--- src/rtl/mix_columns.sv ---
// ============================================================================
//  Module      : mix_columns
//  Description : AES MixColumns / InvMixColumns over the full 128-bit state,
//                all four columns in parallel, registered output with valid.
//  Revision    : 1.0
// ============================================================================
`default_nettype none

module mix_columns (
   input  logic         clk,
   input  logic         rst,
   input  logic         in_valid,
   input  logic         inv,
   input  logic [127:0] IN,
   output logic [127:0] OUT,
   output logic         out_valid
);

   // Multiply by x in GF(2^8), reducing by 0x11B.
   function automatic logic [7:0] xtime(input logic [7:0] x);
      return {x[6:0], 1'b0} ^ (x[7] ? 8'h1b : 8'h00);
   endfunction

   function automatic logic [7:0] mul2(input logic [7:0] x);
      return xtime(x);
   endfunction

   function automatic logic [7:0] mul3(input logic [7:0] x);
      return xtime(x) ^ x;
   endfunction

   function automatic logic [7:0] mul9(input logic [7:0] x);
      logic [7:0] x2, x4, x8;
      x2 = xtime(x);
      x4 = xtime(x2);
      x8 = xtime(x4);
      return x8 ^ x;
   endfunction

   function automatic logic [7:0] mulb(input logic [7:0] x);
      logic [7:0] x2, x4, x8;
      x2 = xtime(x);
      x4 = xtime(x2);
      x8 = xtime(x4);
      return x8 ^ x2 ^ x;
   endfunction

   function automatic logic [7:0] muld(input logic [7:0] x);
      logic [7:0] x2, x4, x8;
      x2 = xtime(x);
      x4 = xtime(x2);
      x8 = xtime(x4);
      return x8 ^ x4 ^ x;
   endfunction

   function automatic logic [7:0] mule(input logic [7:0] x);
      logic [7:0] x2, x4, x8;
      x2 = xtime(x);
      x4 = xtime(x2);
      x8 = xtime(x4);
      return x8 ^ x4 ^ x2;
   endfunction

   // Column layout: row 0 in the top byte.
   function automatic logic [31:0] fwd_column(input logic [31:0] col);
      logic [7:0] a0, a1, a2, a3;
      logic [7:0] b0, b1, b2, b3;
      a0 = col[31:24];
      a1 = col[23:16];
      a2 = col[15:8];
      a3 = col[7:0];
      b0 = mul2(a0) ^ mul3(a1) ^ a2       ^ a3;
      b1 = a0       ^ mul2(a1) ^ mul3(a2) ^ a3;
      b2 = a0       ^ a1       ^ mul2(a2) ^ mul3(a3);
      b3 = mul3(a0) ^ a1       ^ a2       ^ mul2(a3);
      return {b0, b1, b2, b3};
   endfunction

   function automatic logic [31:0] inv_column(input logic [31:0] col);
      logic [7:0] a0, a1, a2, a3;
      logic [7:0] b0, b1, b2, b3;
      a0 = col[31:24];
      a1 = col[23:16];
      a2 = col[15:8];
      a3 = col[7:0];
      b0 = mule(a0) ^ mulb(a1) ^ muld(a2) ^ mul9(a3);
      b1 = mul9(a0) ^ mule(a1) ^ mulb(a2) ^ muld(a3);
      b2 = muld(a0) ^ mul9(a1) ^ mule(a2) ^ mulb(a3);
      b3 = mulb(a0) ^ muld(a1) ^ mul9(a2) ^ mule(a3);
      return {b0, b1, b2, b3};
   endfunction

   logic [127:0] next_state;

   // Column 0 occupies IN[127:96].
   genvar c;
   generate
      for (c = 0; c < 4; c++) begin : g_col
         logic [31:0] col_in;
         logic [31:0] col_fwd;
         logic [31:0] col_inv;

         assign col_in  = IN[127 - 32*c -: 32];
         assign col_fwd = fwd_column(col_in);
         assign col_inv = inv_column(col_in);
         assign next_state[127 - 32*c -: 32] = inv ? col_inv : col_fwd;
      end
   endgenerate

   logic [127:0] out_q;
   logic         valid_q;

   always_ff @(posedge clk) begin
      if (rst) begin
         out_q   <= 128'h0;
         valid_q <= 1'b0;
      end else begin
         valid_q <= in_valid;
         if (in_valid) begin
            out_q <= next_state;
         end
      end
   end

   assign OUT       = out_q;
   assign out_valid = valid_q;

endmodule

`default_nettype wire

--- config.mk ---
export PLATFORM = sky130hd
export DESIGN_NAME = mix_columns
export DESIGN_NICKNAME = d
export VERILOG_FILES = /design/src/rtl/mix_columns.sv
export SDC_FILE = /design/constraint.sdc
export NUM_CORES = 1
export LEC_CHECK = 0
export CORE_ASPECT_RATIO = 1.75
export CORE_UTILIZATION = 35
export CTS_BUF_LIST = sky130_fd_sc_hd__clkbuf_4 sky130_fd_sc_hd__clkbuf_8 sky130_fd_sc_hd__clkbuf_16
export CTS_CLUSTER_DIAMETER = 100
export DETAILED_ROUTE_END_ITERATION = 12
export HOLD_SLACK_MARGIN = 0.08
export SLEW_MARGIN = 20
export SYNTH_ARGS = -nofsm -noshare
export SYNTH_HDL_FRONTEND = slang
export SYNTH_SLANG_ARGS = --single-unit
export TNS_END_PERCENT = 30
--- constraint.sdc ---
create_clock -name clk -period 2.6 [get_ports clk]
set_input_delay 0.65 -clock clk [delete_from_list [all_inputs] [get_ports clk]]
set_output_delay 0.65 -clock clk [all_outputs]
set_load 0.03 [all_outputs]
==> impl_metrics.toml <==
[status]
run_status = "finished, final reports clean"

[hold_path]
hp-class = "register to register"
hold_start = "OUT[25]"

[drt]
wl_um = 54000
drt_iter0_drc = 547
drc = 0
routed_via_density = 4.66
detail_route.wl_per_cell_um = 20.1
via_count = 12500
postRouteAntennaNets = 0
dr.pass1.iters = 5

[synthesis]
synthCells = 1512
synth.net_count = 1644
ys_warn_count = 0
synth.yosys.seq_area_share_pct = 17.7
synthTopCellsByArea = "xnor2_1, dfxtp_1, xnor3_1"
synthFlopType = "dfxtp_1"
synth_top_area_share_pct = 34.8
ys_types = 48
async_flop_share_pct = 0
ys_ff_latch = 129
yosysTopAreaCell = "xnor2_1"
synth_area_sq_um = 14600
synth_edf_count = 0
avgSynthCellArea_sq_um = 9.66

[critical_path]
crit_buf_inv = 3
crit_start = "IN[85]"
r2r_slack_ps = 1770
worstSetupEndpointType = "register"
timing_worst_setup_path_type = "primary input to register"
crit_family = "XOR/XNOR gates"
crit_slowest_cell = "xnor3_1"
cp_max_fo = 3
timing.rr.start = "OUT[125]"
cp.required_ps = 2920
cp_slowest_stage_delay_ps = 450
cp-start-kind = "primary input"
path_cells = "clkdlybuf4s50_1 > buf_4 > buf_4 > xnor2_1 > xnor3_1 > xnor3_1 > a21oi_1 > nor3_1"
worst_ep_arrival_time_ps = 2910

[clock_tree]
holdBufCountCts = 0
cts.clk_slew.worst_paths_ps = 70
clkSinkCount = 129
clk_latency_ps = 450
cts_tree = "built"
cts_buffers = 17
cts_root_buffer = "clkbuf_16"
cts_buffer_depth = 2
h-tree-depth = 4

[placement]
place.gp.congestion = 0.984
port_buffers = 260
post-place-ws_ps = -627
dp_hpwl_um = 44700
dpl_cell_area_sq_um = 20700

[finish]
seq_area_sq_um = 2580
multi_input_area_sq_um = 11600
antennaDiodeCount = 0
area_growth_pct = 48.0
fin_area_sq_um = 21600
final_nets = 2253
final_core_util_pct = 52.8
fill_cells = 3801
drive_gt1_share_pct = 26.4

[sta]
fmax_mhz = 387
fin_ws_ps = 14.9
fin_worst_skew_ps = 0
fin_crit_sh_pct = 99.4
min_period_ps = 2590
fin_hold_ws_ps = 464
worst_slew_pin_slew_ps = 730
slew_viol_final = 0
relSlewSlack_pct = 51.2
rsz0062_at_grt = "yes"
hold_violations = 0
finalSetupViolations = 0

[grt]
grt.overflow.total = 0
grt_pass1_vias = 13500
grt_max_degree = 108
antenna_found_initial = 0
grt_pass1_wl_um = 79800
grt_usage_pct = 25.8

[floorplan]
die_x_um = 156
dieArea_sq_um = 42600
io_pins = 261
core_area_sq_um = 41000
row_count = 98
fp.dieH_um = 272
start_util_pct = 35.7

[power]
power_leakage_uw = 0.00915
peakVddDrop_mv = 0.336
power_density_nw_per_um2 = 684

[run]
drv_cap = 0
## cell families (layout without fill, tap and decap cells)
kind of cell	Yosys count	after routing	share of synthesized area, %
muxes	14	14	0.993
and+or+nand+nor	190	190	5.24
xor gates and xnor gates	869	869	63.0
buffers and inverters	140	761	4.83
DFF	129	129	17.7
AOI/OAI and AO/OA	170	170	8.23
## report_power, final
part | internal, uW | switching (uW)
Combinational | 5110 | 4460
Sequential | 2340 | 240
Clock | 1550 | 1090
Total | 9000 | 5790
## worst register-to-register path, cell delays in order, from the launching register on
cell and delay (ps):
dfxtp_1 370, nor2_1 50, a2111oi_0 300
## repair_timing
item	in CTS	in global routing
setup endpoints to repair	18	39
resized for setup	18	35
pin swaps	1	9
buffers inserted	1	3
## state kept, by name, summed over array words and instances, names as in the netlist
signal / count
out_valid: 1
OUT: 128
## stage by stage
stage	TNS, ps	total power [uW]	cells
3_3_place_gp	-38160	12000	2648
2_1_floorplan	0	8510	1512
6_report	0	14800	2683
3_5_place_dp	-41070	12100	2648
5_1_grt	-72.5	15500	2683
4_1_cts	-17.3	14800	2680
## area by class of cell
type | instances | area share (%)
repair buffers | 725 | 28.5
clock buffers | 18 | 2.03
multi-input cells | 1243 | 53.5
well taps | 550 | 3.18
inverters | 5 | 0.0868
clock inverters | 13 | 0.816
flip-flops and latches | 129 | 11.9
## cell usage in the layout, fill, tap and decap left out, types with 6 or more instances in the layout
cell type | synthesis | final
xnor2_1 | 580 | 562
a22oi_1 | 11 | 11
xor3_1 | 25 | 21
a211oi_1 | 85 | 83
mux2i_1 | 12 | 11
xnor3_1 | 78 | 71
xor2_2 | 2 | 8
nor3_1 | 17 | 17
xor2_1 | 172 | 165
buf_4 | 4 | 462
dlymetal6s2s_1 | 1 | 6
clkdlybuf4s50_1 | 0 | 248
nand2_1 | 42 | 42
nor2_1 | 119 | 118
dfxtp_1 | 129 | 129
clkbuf_16 | 0 | 17
o21ai_0 | 29 | 28
a21oi_1 | 19 | 18
xnor2_2 | 8 | 25
xnor3_2 | 0 | 7
## worst paths after layout
path,to,cells past startpoint
max reg2reg,OUT[125],2
min reg2reg,OUT[25],2
min,OUT[25],2
max,OUT[93],8
## cells in the mapped netlist (all sizes together) (2+ instances only)
cell,count
a22oi,11
clkbuf,86
o211a,2
o22ai,3
a21oi,19
o221ai,2
a221o,3
nand2,42
xor3,26
inv,4
o31ai,2
or2,3
xor2,174
nand3,3
a211oi,88
buf,48
nand2b,3
nor2,119
a32oi,3
xnor2,589
nor3,17
a2111oi,2
xnor3,80
o21ai,29
mux2i,13
a22o,2
dfxtp,129
## per-layer routing
metal | global-route usage, % | routed length, um
met1 | 23.8 | 18100
met2 | 50.7 | 30000
met3 | 3.68 | 2000
met4 | 17.8 | 3870
met5 | 0 | 0
No activity file was read; power rests on OpenSTA's default activity.
